===== config.mk =====
export PLATFORM = sky130hd
export DESIGN_NAME = segway_math_pipe_flat
export DESIGN_NICKNAME = d
export VERILOG_FILES = /design/src/rtl/segway_math_pipe_if.sv /design/src/rtl/segway_math_pipe.sv /design/src/flat_wrapper.sv
export SDC_FILE = /design/constraint.sdc
export NUM_CORES = 1
export LEC_CHECK = 0
export CAP_MARGIN = 20
export CORE_MARGIN = 3
export CORE_UTILIZATION = 27
export DETAILED_ROUTE_END_ITERATION = 7
export PLACE_DENSITY_LB_ADDON = 0.3
export SLEW_MARGIN = 20
export SYNTH_ARGS = -nofsm -noshare
export SYNTH_HDL_FRONTEND = slang
export SYNTH_SLANG_ARGS = --single-unit

===== constraint.sdc =====
create_clock -name clk -period 8.22 [get_ports clk]
set_clock_uncertainty 0.15 [all_clocks]
set_input_delay 1.644 -clock clk [delete_from_list [all_inputs] [get_ports clk]]
set_output_delay 1.644 -clock clk [all_outputs]
set_load 0.02 [all_outputs]

===== src/rtl/segway_math_pipe_if.sv =====
// segway_math_pipe_if: sample-in / speed-out bundle for the segway math pipeline
interface segway_math_pipe_if #(
  parameter int W    = 12,
  parameter int SS_W = 8
);
  logic                 vld_in;
  logic signed [W-1:0]  PID_cntrl;
  logic [SS_W-1:0]      ss_tmr;
  logic [W-1:0]         steer_pot;
  logic                 en_steer;
  logic                 pwr_up;
  logic                 vld_out;
  logic signed [W-1:0]  lft_spd;
  logic signed [W-1:0]  rght_spd;
  logic                 too_fast;
  modport master (
    output vld_in, PID_cntrl, ss_tmr, steer_pot, en_steer, pwr_up,
    input  vld_out, lft_spd, rght_spd, too_fast
  );
  modport slave (
    input  vld_in, PID_cntrl, ss_tmr, steer_pot, en_steer, pwr_up,
    output vld_out, lft_spd, rght_spd, too_fast
  );
endinterface


===== src/rtl/segway_math_pipe.sv =====
// segway_math_pipe: soft-start, steering mix, deadzone shaping and slew-limited motor speed pipeline
module segway_math_pipe #(
  parameter int W          = 12,
  parameter int SS_W       = 8,
  parameter int MIN_DUTY   = 960,
  parameter int LOW_BAND   = 60,
  parameter int GAIN_SHIFT = 4,
  parameter int SLEW       = 64,
  parameter int FAST_THR   = 1792,
  parameter int FAST_CNT   = 4
) (
  input logic              clk,
  input logic              rst_n,
  segway_math_pipe_if.slave bus
);
  localparam int PW = W + SS_W + 1;
  localparam int SW = W + GAIN_SHIFT + 2;
  localparam int CW = $clog2(FAST_CNT + 1);
  localparam logic signed [W:0]   POT_LO  = (W+1)'(2 ** (W - 3));
  localparam logic signed [W:0]   POT_HI  = (W+1)'(7 * 2 ** (W - 3));
  localparam logic signed [W:0]   POT_MID = (W+1)'(2 ** (W - 1) - 1);
  localparam logic signed [W-1:0] S_MAX   = {1'b0, {(W-1){1'b1}}};
  localparam logic signed [W-1:0] S_MIN   = {1'b1, {(W-1){1'b0}}};
  localparam logic signed [W-1:0] THR     = W'(FAST_THR);
  localparam logic [CW-1:0]       CNT_MAX = CW'(FAST_CNT);

  // Saturate a wide signed value into the W-bit output range.
  function automatic logic signed [W-1:0] sat(input logic signed [SW-1:0] v);
    return (v > SW'(S_MAX)) ? S_MAX : (v < SW'(S_MIN)) ? S_MIN : v[W-1:0];
  endfunction

  // Outside the low band add the minimum duty away from zero; inside it apply gain instead.
  function automatic logic signed [W-1:0] shape(input logic signed [W:0] t);
    logic signed [SW-1:0] e;
    e = SW'(t);
    return sat((e > SW'(LOW_BAND)) ? e + SW'(MIN_DUTY) :
               (e < -SW'(LOW_BAND)) ? e - SW'(MIN_DUTY) : e <<< GAIN_SHIFT);
  endfunction

  // Move from o toward t by at most SLEW; one extra bit keeps the window from wrapping.
  function automatic logic signed [W-1:0] slew(input logic signed [W-1:0] o, input logic signed [W-1:0] t);
    logic signed [W:0] lo, hi, tt;
    lo = (W+1)'(o) - (W+1)'(SLEW);
    hi = (W+1)'(o) + (W+1)'(SLEW);
    tt = (W+1)'(t);
    return sat(SW'((tt > hi) ? hi : (tt < lo) ? lo : tt));
  endfunction

  logic signed [PW-1:0] prod;
  logic signed [W-1:0]  pid_ss;
  logic signed [W:0]    pot, pot_c, st_x, steer, st_e, lt_d, rt_d;
  logic                 v1, v2, v3, pwr1, tf;
  logic signed [W:0]    lt1, rt1;
  logic signed [W-1:0]  tl2, tr2, lft, rght, nl, nr;
  logic [CW-1:0]        cnt, cnt_d;

  // Stage 1 datapath: soft-start scaling and clamped, scaled steering mix.
  always_comb begin
    prod   = PW'(bus.PID_cntrl) * PW'($signed({1'b0, bus.ss_tmr}));
    pid_ss = W'(prod >>> SS_W);
    pot    = $signed({1'b0, bus.steer_pot});
    pot_c  = (pot < POT_LO) ? POT_LO : (pot > POT_HI) ? POT_HI : pot;
    st_x   = pot_c - POT_MID;
    steer  = (st_x >>> 4) + (st_x >>> 3);
    st_e   = bus.en_steer ? steer : '0;
    lt_d   = (W+1)'(pid_ss) + st_e;
    rt_d   = (W+1)'(pid_ss) - st_e;
  end

  // Stage 1 registers: torques and pwr_up captured together per accepted sample.
  always_ff @(posedge clk or negedge rst_n) begin
    if (!rst_n) begin
      v1   <= 1'b0;
      pwr1 <= 1'b0;
      lt1  <= '0;
      rt1  <= '0;
    end else begin
      v1 <= bus.vld_in;
      if (bus.vld_in) begin
        pwr1 <= bus.pwr_up;
        lt1  <= lt_d;
        rt1  <= rt_d;
      end
    end
  end

  // Stage 2 registers: deadzone-shaped targets, zeroed when power is off.
  always_ff @(posedge clk or negedge rst_n) begin
    if (!rst_n) begin
      v2  <= 1'b0;
      tl2 <= '0;
      tr2 <= '0;
    end else begin
      v2 <= v1;
      if (v1) begin
        tl2 <= pwr1 ? shape(lt1) : '0;
        tr2 <= pwr1 ? shape(rt1) : '0;
      end
    end
  end

  // Stage 3 datapath: slew-limited next outputs and overspeed persistence count.
  always_comb begin
    nl    = slew(lft, tl2);
    nr    = slew(rght, tr2);
    cnt_d = (nl > THR || nr > THR) ? ((cnt == CNT_MAX) ? cnt : cnt + CW'(1)) : '0;
  end

  // Stage 3 registers: outputs, counter and flag advance only on updates.
  always_ff @(posedge clk or negedge rst_n) begin
    if (!rst_n) begin
      v3   <= 1'b0;
      lft  <= '0;
      rght <= '0;
      cnt  <= '0;
      tf   <= 1'b0;
    end else begin
      v3 <= v2;
      if (v2) begin
        lft  <= nl;
        rght <= nr;
        cnt  <= cnt_d;
        tf   <= (cnt_d == CNT_MAX);
      end
    end
  end

  assign bus.vld_out  = v3;
  assign bus.lft_spd  = lft;
  assign bus.rght_spd = rght;
  assign bus.too_fast = tf;
endmodule


===== src/flat_wrapper.sv =====
// flat-port wrapper written by rule: the top's interface ports become plain ports
module segway_math_pipe_flat 
#(
  parameter int W          = 12,
  parameter int SS_W       = 8,
  parameter int MIN_DUTY   = 960,
  parameter int LOW_BAND   = 60,
  parameter int GAIN_SHIFT = 4,
  parameter int SLEW       = 64,
  parameter int FAST_THR   = 1792,
  parameter int FAST_CNT   = 4
)
  (clk, rst_n, bus_vld_in, bus_PID_cntrl, bus_ss_tmr, bus_steer_pot, bus_en_steer, bus_pwr_up, bus_vld_out, bus_lft_spd, bus_rght_spd, bus_too_fast);
  segway_math_pipe_if #(.W(W), .SS_W(SS_W)) bus_i ();
  input logic clk;
  input logic rst_n;
  input wire logic [$bits(bus_i.vld_in)-1:0] bus_vld_in;
  input wire logic [$bits(bus_i.PID_cntrl)-1:0] bus_PID_cntrl;
  input wire logic [$bits(bus_i.ss_tmr)-1:0] bus_ss_tmr;
  input wire logic [$bits(bus_i.steer_pot)-1:0] bus_steer_pot;
  input wire logic [$bits(bus_i.en_steer)-1:0] bus_en_steer;
  input wire logic [$bits(bus_i.pwr_up)-1:0] bus_pwr_up;
  output wire logic [$bits(bus_i.vld_out)-1:0] bus_vld_out;
  output wire logic [$bits(bus_i.lft_spd)-1:0] bus_lft_spd;
  output wire logic [$bits(bus_i.rght_spd)-1:0] bus_rght_spd;
  output wire logic [$bits(bus_i.too_fast)-1:0] bus_too_fast;
  assign bus_i.vld_in = bus_vld_in;
  assign bus_i.PID_cntrl = bus_PID_cntrl;
  assign bus_i.ss_tmr = bus_ss_tmr;
  assign bus_i.steer_pot = bus_steer_pot;
  assign bus_i.en_steer = bus_en_steer;
  assign bus_i.pwr_up = bus_pwr_up;
  assign bus_vld_out = bus_i.vld_out;
  assign bus_lft_spd = bus_i.lft_spd;
  assign bus_rght_spd = bus_i.rght_spd;
  assign bus_too_fast = bus_i.too_fast;
  segway_math_pipe #(.W(W), .SS_W(SS_W), .MIN_DUTY(MIN_DUTY), .LOW_BAND(LOW_BAND), .GAIN_SHIFT(GAIN_SHIFT), .SLEW(SLEW), .FAST_THR(FAST_THR), .FAST_CNT(FAST_CNT)) u_core (.clk(clk), .rst_n(rst_n), .bus(bus_i));
endmodule

==> summary.md, run 1 <==
| Metric | Value |
|---|---|
| Cell area after synthesis | 0.0107 mm² |
| Num ports | between 60 and 70 |
| Proportion of layout cells with a drive suffix above 1 | under 10% |
| Final hold vios | 0 |
| Remaining Overflow, GRT | 0 |
| Iteration-0 DRC count of the detailed router | between 300 and 400 |
| Post-DP Area | roughly 0.012 mm² |
| Main area contributors after synthesis | dfrtp_1 (19%), fa_1 (15%), ha_1 (14%) |
| CTS Buffer Depth | 2 |
| Area occupied by multi-input gates | slightly below 0.008 mm² |
| Relative slew slack | between 20% and 30% |
| Min setup slack post-route | 0.529 ns |
| Flops & latches, synth | 81 |
| Antenna Cells | 0 |
| Storage cell area | between 0.002 and 0.0025 mm² |
| Fillers | about 4200 |
| Layout area overhead | 14.5% |
| Crit start category | input port |
| Area leader, netlist | dfrtp_1 |
| Die ar. | around 0.042 mm² |
| Critical Path End Type | flop |
| CTS tree | done |
| Largest net degree at the start of global routing | slightly above 80 |
| Final Critical Period | slightly below 8 ns |
| Syn. warnings | 0 |
| Final instance area | between 0.01 and 0.015 mm² |
| Total track usage | 12.6% |
| Max Cap Violations | 0 |
| Core Rows | 72 |
| Dpl ws | -0.0370 ns |
| CP max FO | 5 |
| Syn_area_per_cell | about 8.5 µm² |
| Detailed Routing Iterations Pass 1 | 5 |
| Hpwl dp | 20600 µm |
| Final worst-path cycle share | between 90 and 100% |
| Initial antenna violation count | 0 |
| Post-synthesis sequential area ratio | 18.9% |
| Post-synth ARST share | 100% |
| Distinct cells, synth | a little over 80 |
| First-pass GRT wire length | 44800 µm |
| Vias in the first global route | just under 9000 |
| Die height | around 210 µm |
| CTS clk-pin slew, worst paths | 0.06 ns |
| Worst Tran Pin Value | approximately 1.1 ns |
| Via Count | 8704 |
| WL/cell | between 10 and 15 µm |
| Clock latency on the worst-skew pair | ~0.35 ns |
| # DRC | 0 |
| Starting Density | between 20 and 30% |
| Port bufs | 62 |
| Final ANT Viol Nets | 0 |
| Max-slew violation count | 0 |
| Post-CTS Hold Buffers | 0 |
| Status | finished clean |
| Synth Instances | 1267 |
| Setup CP Type | in -> reg |
| Setup violators final | 0 |
| Global placer's final weighted congestion | approximately 0.84 |
| Post-synth EDFFs | 0 |
| Synth top area share | a little under a fifth |
| Syn_nets | 1500 |
| Core area | a little under 0.04 mm² |
| Nets | 1549 |
| Crit path DAT | roughly 7.8 ns |
| Num CTS Buffers | 9 |
| Clock root buffer | clkbuf_16 |
| Clock Sinks | 81 |
| Total Wirelength | around 25000 µm |
| RSZ-0062 raised after global routing | false |
| Setup bufs post-CTS | 0 |
| Die W | 205 µm |
| H-tree levels | 3 |
| Max Fclk | approximately 130 MHz |
| Class of the worst hold path | reg -> reg |
| Vias/cell | between 4 and 5 |
| Worst R2R Setup Slack | slightly below 4 ns |
| Req. time, crit path | between 8 and 9 ns |
| Primary FF master, synth | dfrtp_1 |
## cell families (layout without fill, tap and decap cells)
group / Yosys count / after routing / share of synthesized area, %
adder cells (fa/ha/maj): 198 / 198 / 28.5
multiplexers: 39 / 39 / 3.96
AO/OA/AOI/OAI: 283 / 283 / 17.8
flip-flops: 81 / 81 / 18.9
buffers and inverters: 231 / 284 / 8.26
AND/OR/NAND/NOR: 373 / 373 / 17.4
XOR/XNOR: 62 / 62 / 5.07
## metal layers
metal,global-route usage [%],wire [µm],vias up
met5,0,0,-
met4,1.59,173,0
met3,1.66,692,19
met2,20.8,11400,118
met1,18.2,12900,4143
li1,-,-,4424
## cell usage in the layout, fill, tap and decap left out, drive strengths merged, types with 11 or more instances in the layout
master         synthesis  final
o21a                  13     13
o22ai                 15     15
xnor2                 48     48
buf                   12     28
and2                  67     67
mux2                  21     21
clkdlybuf4s50          0     60
o21ai                 63     63
a31oi                 13     13
nand2                 97     97
a211oi                13     13
clkbuf                40     11
nand4                 15     15
a21oi                 74     74
ha                   118    118
inv                  178    178
fa                    78     78
dfrtp                 81     81
xor2                  14     14
mux2i                 18     18
nand3                 22     22
nor2                  83     83
nor3                  34     34
a21o                  15     15
## state kept, by name (all words and copies together), names as in the netlist, 3 cells and up
register,count
u_core.rt1,13
u_core.bus.lft_spd,12
u_core.bus.rght_spd,12
u_core.lt1,12
u_core.tl2,12
u_core.tr2,12
u_core.cnt,3
## cell usage after synthesis, drive strengths merged, types with 6 or more instances
library cell / instances
o22ai: 15
mux2i: 18
nor2: 83
o21bai: 7
nand3: 22
buf: 12
nor3: 34
o21a: 13
a21oi: 74
nand4: 15
xor2: 14
xnor2: 48
mux2: 21
nand2: 97
ha: 118
nor2b: 7
o221ai: 6
nor4: 10
clkbuf: 40
fa: 78
o31ai: 10
a31oi: 13
and2: 67
a2bb2oi: 9
a221o: 6
inv: 178
a211oi: 13
nand2b: 6
a21o: 15
o21ai: 63
dfrtp: 81
## path summary, 6_finish.rpt
check	from	to	depth (start not counted)
setup / recovery	bus_ss_tmr[1]	u_core.rt1[10]	28
min in group asynchronous	rst_n	u_core.bus.rght_spd[11]	1
max in group asynchronous	rst_n	u_core.v2	1
hold / removal	u_core.bus.too_fast	u_core.bus.too_fast	2
setup reg to reg	u_core.bus.rght_spd[6]	u_core.bus.rght_spd[2]	13
hold reg to reg	u_core.bus.too_fast	u_core.bus.too_fast	2
## timing repair
action,CTS,global route
endpoints found under the setup margin,0,6
hold endpoints to repair,0,0
gates resized for setup,0,3
## layout make-up
type,count,share of cell area [%]
clock buffers,10,1.87
clock inverters,5,0.469
inverters,179,5.47
multi-input cells,955,63.6
flip-flops and latches,81,16.5
well taps,518,5.28
repair buffers,90,6.78
## critical path: stages
cell,delay (ns)
clkdlybuf4s50_1,0.58
nand2_1,0.11
fa_1,0.50
fa_1,0.52
inv_1,0.04
ha_1,0.26
inv_1,0.05
fa_1,0.52
inv_1,0.04
ha_1,0.26
nand4b_1,0.10
o41ai_1,0.31
a21o_1,0.18
a21oi_2,0.09
nor2b_1,0.15
nor2_1,0.07
xnor2_1,0.14
buf_4,0.16
fa_1,0.45
a21o_1,0.18
a21oi_1,0.20
o21ai_0,0.10
a21oi_1,0.22
o21ai_0,0.11
a21o_1,0.22
a21o_1,0.18
a211oi_1,0.23
o31ai_1,0.10
## stage by stage
step	cells	hold slack (ns)	setup TNS [ns]	util (%)
CTS	1837	0.396	0	31.5
global route	1838	0.447	0	31.5
detailed placement	1822	0.381	-0.0370	30.8
floorplan	1267	0.202	0	-
global placement	1822	0.358	0	30.8
finish	1838	0.393	0	31.5
Power of run 1 is not shown: default switching activity piles up to over one toggle a cycle in this logic, so the estimate is an artifact.
==> run 2: changes to the inputs <==
--- a/config.mk
+++ b/config.mk
@@ -6,8 +6,9 @@
 export NUM_CORES = 1
 export LEC_CHECK = 0
 export CAP_MARGIN = 20
-export CORE_MARGIN = 3
+export CORE_MARGIN = 10
 export CORE_UTILIZATION = 27
+export CTS_BUF_LIST = sky130_fd_sc_hd__clkbuf_2
 export DETAILED_ROUTE_END_ITERATION = 7
 export PLACE_DENSITY_LB_ADDON = 0.3
 export SLEW_MARGIN = 20
==> run 2 against run 1 <==
Die area up 14%. First-iteration DRC count up 44%. Sequential share of layout area up 0.20 points. Final cell count down 0.22%. Non-clock buffer count down 5. Via count up 0.40%. Worst hold slack better by 0.029 ns. Register-to-register slack worse by 0.08 ns. Largest cell class unchanged.
==> summary.md, run 2 (synthesis gave the netlist of run 1 again) <==
| Metric | Value |
|---|---|
| Worst Hold Depth | 2 |
| Clock Sinks | 81 |
| CP delay by family, top | adder cells |
| Setup violators final | 0 |
| Clock latency on the worst-skew pair | ~0.6 ns |
| Core Rows | 72 |
| Final worst-path cycle share | between 90 and 100% |
| Bufs and invs on worst path | 4 |
| Commonest non-fill, non-tap cell in the layout | inv_1 |
| Port bufs | 62 |
| Num ports | 63 |
| Die W | roughly 220 µm |
| Layout area overhead | 13.1% |
| Core area | 0.0389 mm² |
| Slowest-stage cell, CP | or4b_2 |
| Crit start category | input port |
| Setup TNS | 0 ns |
| Nets | around 1500 |
| Relative slew slack | about 28% |
| Via Count | slightly below 9000 |
| Vias in the first global route | around 9000 |
| Area occupied by multi-input gates | 0.00780 mm² |
| Worst Tran Pin Value | ~1.1 ns |
| Num CTS Buffers | 9 |
| Post-CTS Hold Buffers | 0 |
| Worst path max stage delay | ~0.66 ns |
| Die ar. | about 0.048 mm² |
| CTS Buffer Depth | 2 |
| Setup bufs post-CTS | 0 |
| Core Util, Final | between 30% and 40% |
| Critical Path End Type | flop |
| WL/cell | about 14 µm |
| Largest net degree at the start of global routing | between 80 and 90 |
| Iteration-0 DRC count of the detailed router | between 500 and 600 |
| Max-slew violation count | 0 |
| Vias/cell | between 4 and 5 |
| Max Fclk | about 130 MHz |
| Final hold vios | 0 |
| CP max FO | 8 |
| Initial antenna violation count | 0 |
| Clock root buffer | clkbuf_2 |
| Remaining Overflow, GRT | 0 |
| Final ANT Viol Nets | 0 |
| CTS clk-pin slew, worst paths | ~0.25 ns |
| Total Wirelength | approximately 25000 µm |
| CTS tree | done |
| # DRC | 0 |
| Register bank with the most flops | u_core.rt1 |
| First-pass GRT wire length | around 44000 µm |
| Fillers | around 4200 |
| Max Cap Violations | 0 |
| Proportion of layout cells with a drive suffix above 1 | under 10% |
| Setup CP Type | in -> reg |
| Total track usage | roughly 11% |
| R2R depth | 13 |
| Die height | ~220 µm |
| Final Critical Period | about 7.5 ns |
| Antenna Cells | 0 |
| Hpwl dp | between 20000 and 25000 µm |
| Logic depth of the worst path, buffers included | 25 |
| RSZ-0062 raised after global routing | false |
| Crit path DAT | between 7 and 8 ns |
| CTS resizes | 0 |
| Global placer's final weighted congestion | ~0.83 |
| Commonest cells after routing, fill and taps aside | inv_1 (178), ha_1 (118), nand2_1 (95), nor2_1 (82), dfrtp_1 (81) |
| Req. time, crit path | ~8.6 ns |
| Storage cell area | 0.00203 mm² |
| Starting Density | 27.5% |
| Status | finished clean |
| Max reg flops | 13 |
| Class of the worst hold path | reg -> reg |
| Detailed Routing Iterations Pass 1 | 5 |
| H-tree levels | 3 |
-- run 2: cell types whose count changed in the layout (fill, tap and decap cells not counted), moves of 2 or more --
cell | before | now
clkinvlp_4 | 3 | 1
clkbuf_2 | 1 | 9
bufinv_16 | 1 | 3
buf_4 | 27 | 23
clkbuf_16 | 9 | 0
-- run 2: stage by stage --
step	setup WS [ns]	cell area [µm²]	instances	hold WS [ns]
6_report	0.688	12100	1834	0.422
3_5_place_dp	0.00823	11900	1818	0.376
2_1_floorplan	0.625	10700	1267	0.202
5_1_grt	0.276	12100	1834	0.475
4_1_cts	0.681	12100	1834	0.429
3_3_place_gp	0.146	11900	1818	0.353
-- run 2: worst reg2reg max path, cell delays in order, from the launching register on --
cell and delay (ns):
dfrtp_1 0.56, or4_1 0.62, nor3_1 0.40, nor2_1 0.10, ha_1 0.32, nand4_1 0.13
nor3_1 0.33, a21o_1 0.29, mux2_4 0.24, nor2_1 0.07, o32ai_2 0.69, nand2b_1 0.22
o21ai_0 0.09, a21oi_1 0.17
-- run 2: area by class of cell --
type	count	share of cell area, %
inverters	179	5.55
repair buffers	85	6.56
clock buffers	9	0.372
flip-flops and latches	81	16.7
clock inverters	7	1.04
well taps	518	5.35
multi-input cells	955	64.4
-- run 2: path summary, 6_finish.rpt --
kind / from / endpoint / slack (ns)
worst min register to register: u_core.bus.too_fast / u_core.bus.too_fast / 0.42
min in group asynchronous: rst_n / u_core.bus.too_fast / 0.89
worst max-delay path: bus_PID_cntrl[3] / u_core.rt1[11] / 0.69
max in group asynchronous: rst_n / u_core.rt1[3] / 6.52
worst max register to register: u_core.bus.rght_spd[6] / u_core.bus.rght_spd[5] / 3.78
worst min-delay path: u_core.bus.too_fast / u_core.bus.too_fast / 0.42
-- run 2: layer usage --
metal	vias up	GRT usage [%]	wire length (µm)
met3	14	1.68	840
met1	4183	14.8	12700
met2	125	18.2	11700
li1	4417	-	-
met5	-	0	0
met4	0	1.77	193
Power of run 2 is left out for the same reason.
==> run 3: changes to the inputs <==
--- a/config.mk
+++ b/config.mk
@@ -10,6 +10,7 @@
 export CORE_UTILIZATION = 27
 export CTS_BUF_LIST = sky130_fd_sc_hd__clkbuf_2
 export DETAILED_ROUTE_END_ITERATION = 7
+export DONT_BUFFER_PORTS = 1
 export PLACE_DENSITY_LB_ADDON = 0.3
 export SLEW_MARGIN = 20
 export SYNTH_ARGS = -nofsm -noshare
==> run 3 against run 2 <==
Core utilization is 1.9 points lower. Setup slack improved by 0.34 ns. Register-to-register slack got worse by 0.12 ns. Maximum frequency grew 4.7%. Global-route usage increased by 0.14 points.
==> summary.md, run 3 (synthesis gave the netlist of run 1 again) <==
| Metric | Value |
|---|---|
| Die height | approximately 220 µm |
| RSZ-0062 raised after global routing | false |
| CTS resizes | 0 |
| Final worst-path cycle share | between 80% and 90% |
| Port bufs | 0 |
| Via Count | about 8500 |
| Critical Path End Type | flop |
| Setup TNS | 0 ns |
| Clock latency on the worst-skew pair | roughly 0.58 ns |
| First-pass GRT wire length | around 45000 µm |
| Num CTS Buffers | 9 |
| Die ar. | just under 0.05 mm² |
| Setup violators final | 0 |
| Worst Hold Depth | 2 |
| Clock root buffer | clkbuf_2 |
| CP max FO | 12 |
| Relative slew slack | between 30 and 40% |
| Final hold vios | 0 |
| WL/cell | roughly 14 µm |
| Max reg flops | 13 |
| Core Rows | about 70 |
| Commonest non-fill, non-tap cell in the layout | inv_1 |
| Total Wirelength | between 20000 and 30000 µm |
| Max Fclk | 139 MHz |
| Proportion of layout cells with a drive suffix above 1 | between 5 and 6% |
| Core area | between 0.03 and 0.04 mm² |
| Detailed Routing Iterations Pass 1 | 5 |
| H-tree levels | 3 |
| Starting Density | about 28% |
| Vias/cell | about 5 |
| Worst path max stage delay | around 0.66 ns |
| Crit start category | input port |
| Iteration-0 DRC count of the detailed router | around 470 |
| Slowest-stage cell, CP | or4b_2 |
| Clock Sinks | 81 |
| Vias in the first global route | 8914 |
| Initial antenna violation count | 1 |
| Class of the worst hold path | reg -> reg |
| Commonest cells after routing, fill and taps aside | inv_1 (178), ha_1 (118), nand2_1 (95), nor2_1 (82), dfrtp_1 (81) |
| Max-slew violation count | 0 |
| Setup bufs post-CTS | 0 |
| Global placer's final weighted congestion | 0.868 |
| Final Critical Period | between 7 and 8 ns |
| CTS tree | done |
| Post-CTS Hold Buffers | 0 |
| Largest net degree at the start of global routing | slightly above 80 |
| Num ports | 63 |
| Status | finished clean |
| Req. time, crit path | ~8.6 ns |
| Register bank with the most flops | u_core.rt1 |
| Crit path DAT | between 7 and 8 ns |
| Die W | approximately 220 µm |
| CTS clk-pin slew, worst paths | between 0.2 and 0.3 ns |
| R2R depth | 13 |
| Hpwl dp | slightly above 20000 µm |
| CTS Buffer Depth | 2 |
| Worst Tran Pin Value | 1.04 ns |
| Layout area overhead | 6.11% |
| Remaining Overflow, GRT | 0 |
| Nets | 1462 |
| Setup CP Type | in -> reg |
| Max Cap Violations | 0 |
| Total track usage | roughly 11% |
| Final ANT Viol Nets | 0 |
| # DRC | 0 |
run 3: cell types whose count changed in the layout (fill, tap and decap cells not counted), sizes merged:
| cell | previous run | this run |
|---|---|---|
| diode | 0 | 1 |
| buf | 24 | 3 |
| clkdlybuf4s50 | 61 | 0 |
| inv | 180 | 181 |
| clkinvlp | 1 | 0 |
| clkinv | 2 | 1 |
| bufinv | 3 | 4 |
run 3: worst paths after layout:
kind,start,end,slack (ns)
hold / removal,u_core.cnt[1],u_core.cnt[1],0.45
min in group asynchronous,rst_n,u_core.bus.too_fast,0.55
hold reg to reg,u_core.cnt[1],u_core.cnt[1],0.45
setup reg to reg,u_core.bus.rght_spd[6],u_core.bus.rght_spd[5],3.66
max in group asynchronous,rst_n,u_core.rt1[3],7.19
setup / recovery,bus_ss_tmr[2],u_core.rt1[11],1.03
run 3: worst max-delay path: cells and delay by family:
kind / cells / cell delay, ns
compound gates: 8 / 1.71
xor+xnor: 1 / 0.43
fa+ha+maj: 6 / 2.32
buf+inv: 3 / 0.13
simple gates: 8 / 1.35
run 3: layout make-up:
type	count	area (µm²)
Antenna cell	1	2.50
Clock buffer	9	45.0
Clock inverter	7	149
Fill cell	4231	27500
Inverter	179	672
Multi-Input combinational cell	955	7800
Sequential cell	81	2030
Tap cell	518	648
Timing Repair Buffer	3	22.5
run 3: routing by layer:
layer	up-vias	GRT usage [%]	part of all wire [%]
li1	4267	-	-
met1	4089	15.2	49
met2	152	18.0	45
met3	17	1.82	4.8
met4	0	1.88	1.0
met5	-	0	0
run 3: through the flow:
step / util (%) / hold slack (ns) / setup slack [ns] / cell area [µm²] / cells
after global placement: 28.7 / 0.388 / 0.485 / 11200 / 1736
after global routing: 29.2 / 0.460 / 0.555 / 11400 / 1753
after floorplan: - / 0.202 / 0.625 / 10700 / 1267
final: 29.2 / 0.447 / 1.03 / 11400 / 1753
after detailed placement: 28.7 / 0.397 / 0.392 / 11200 / 1736
after CTS: 29.2 / 0.451 / 1.04 / 11400 / 1752
Power of run 3 is left out for the same reason.
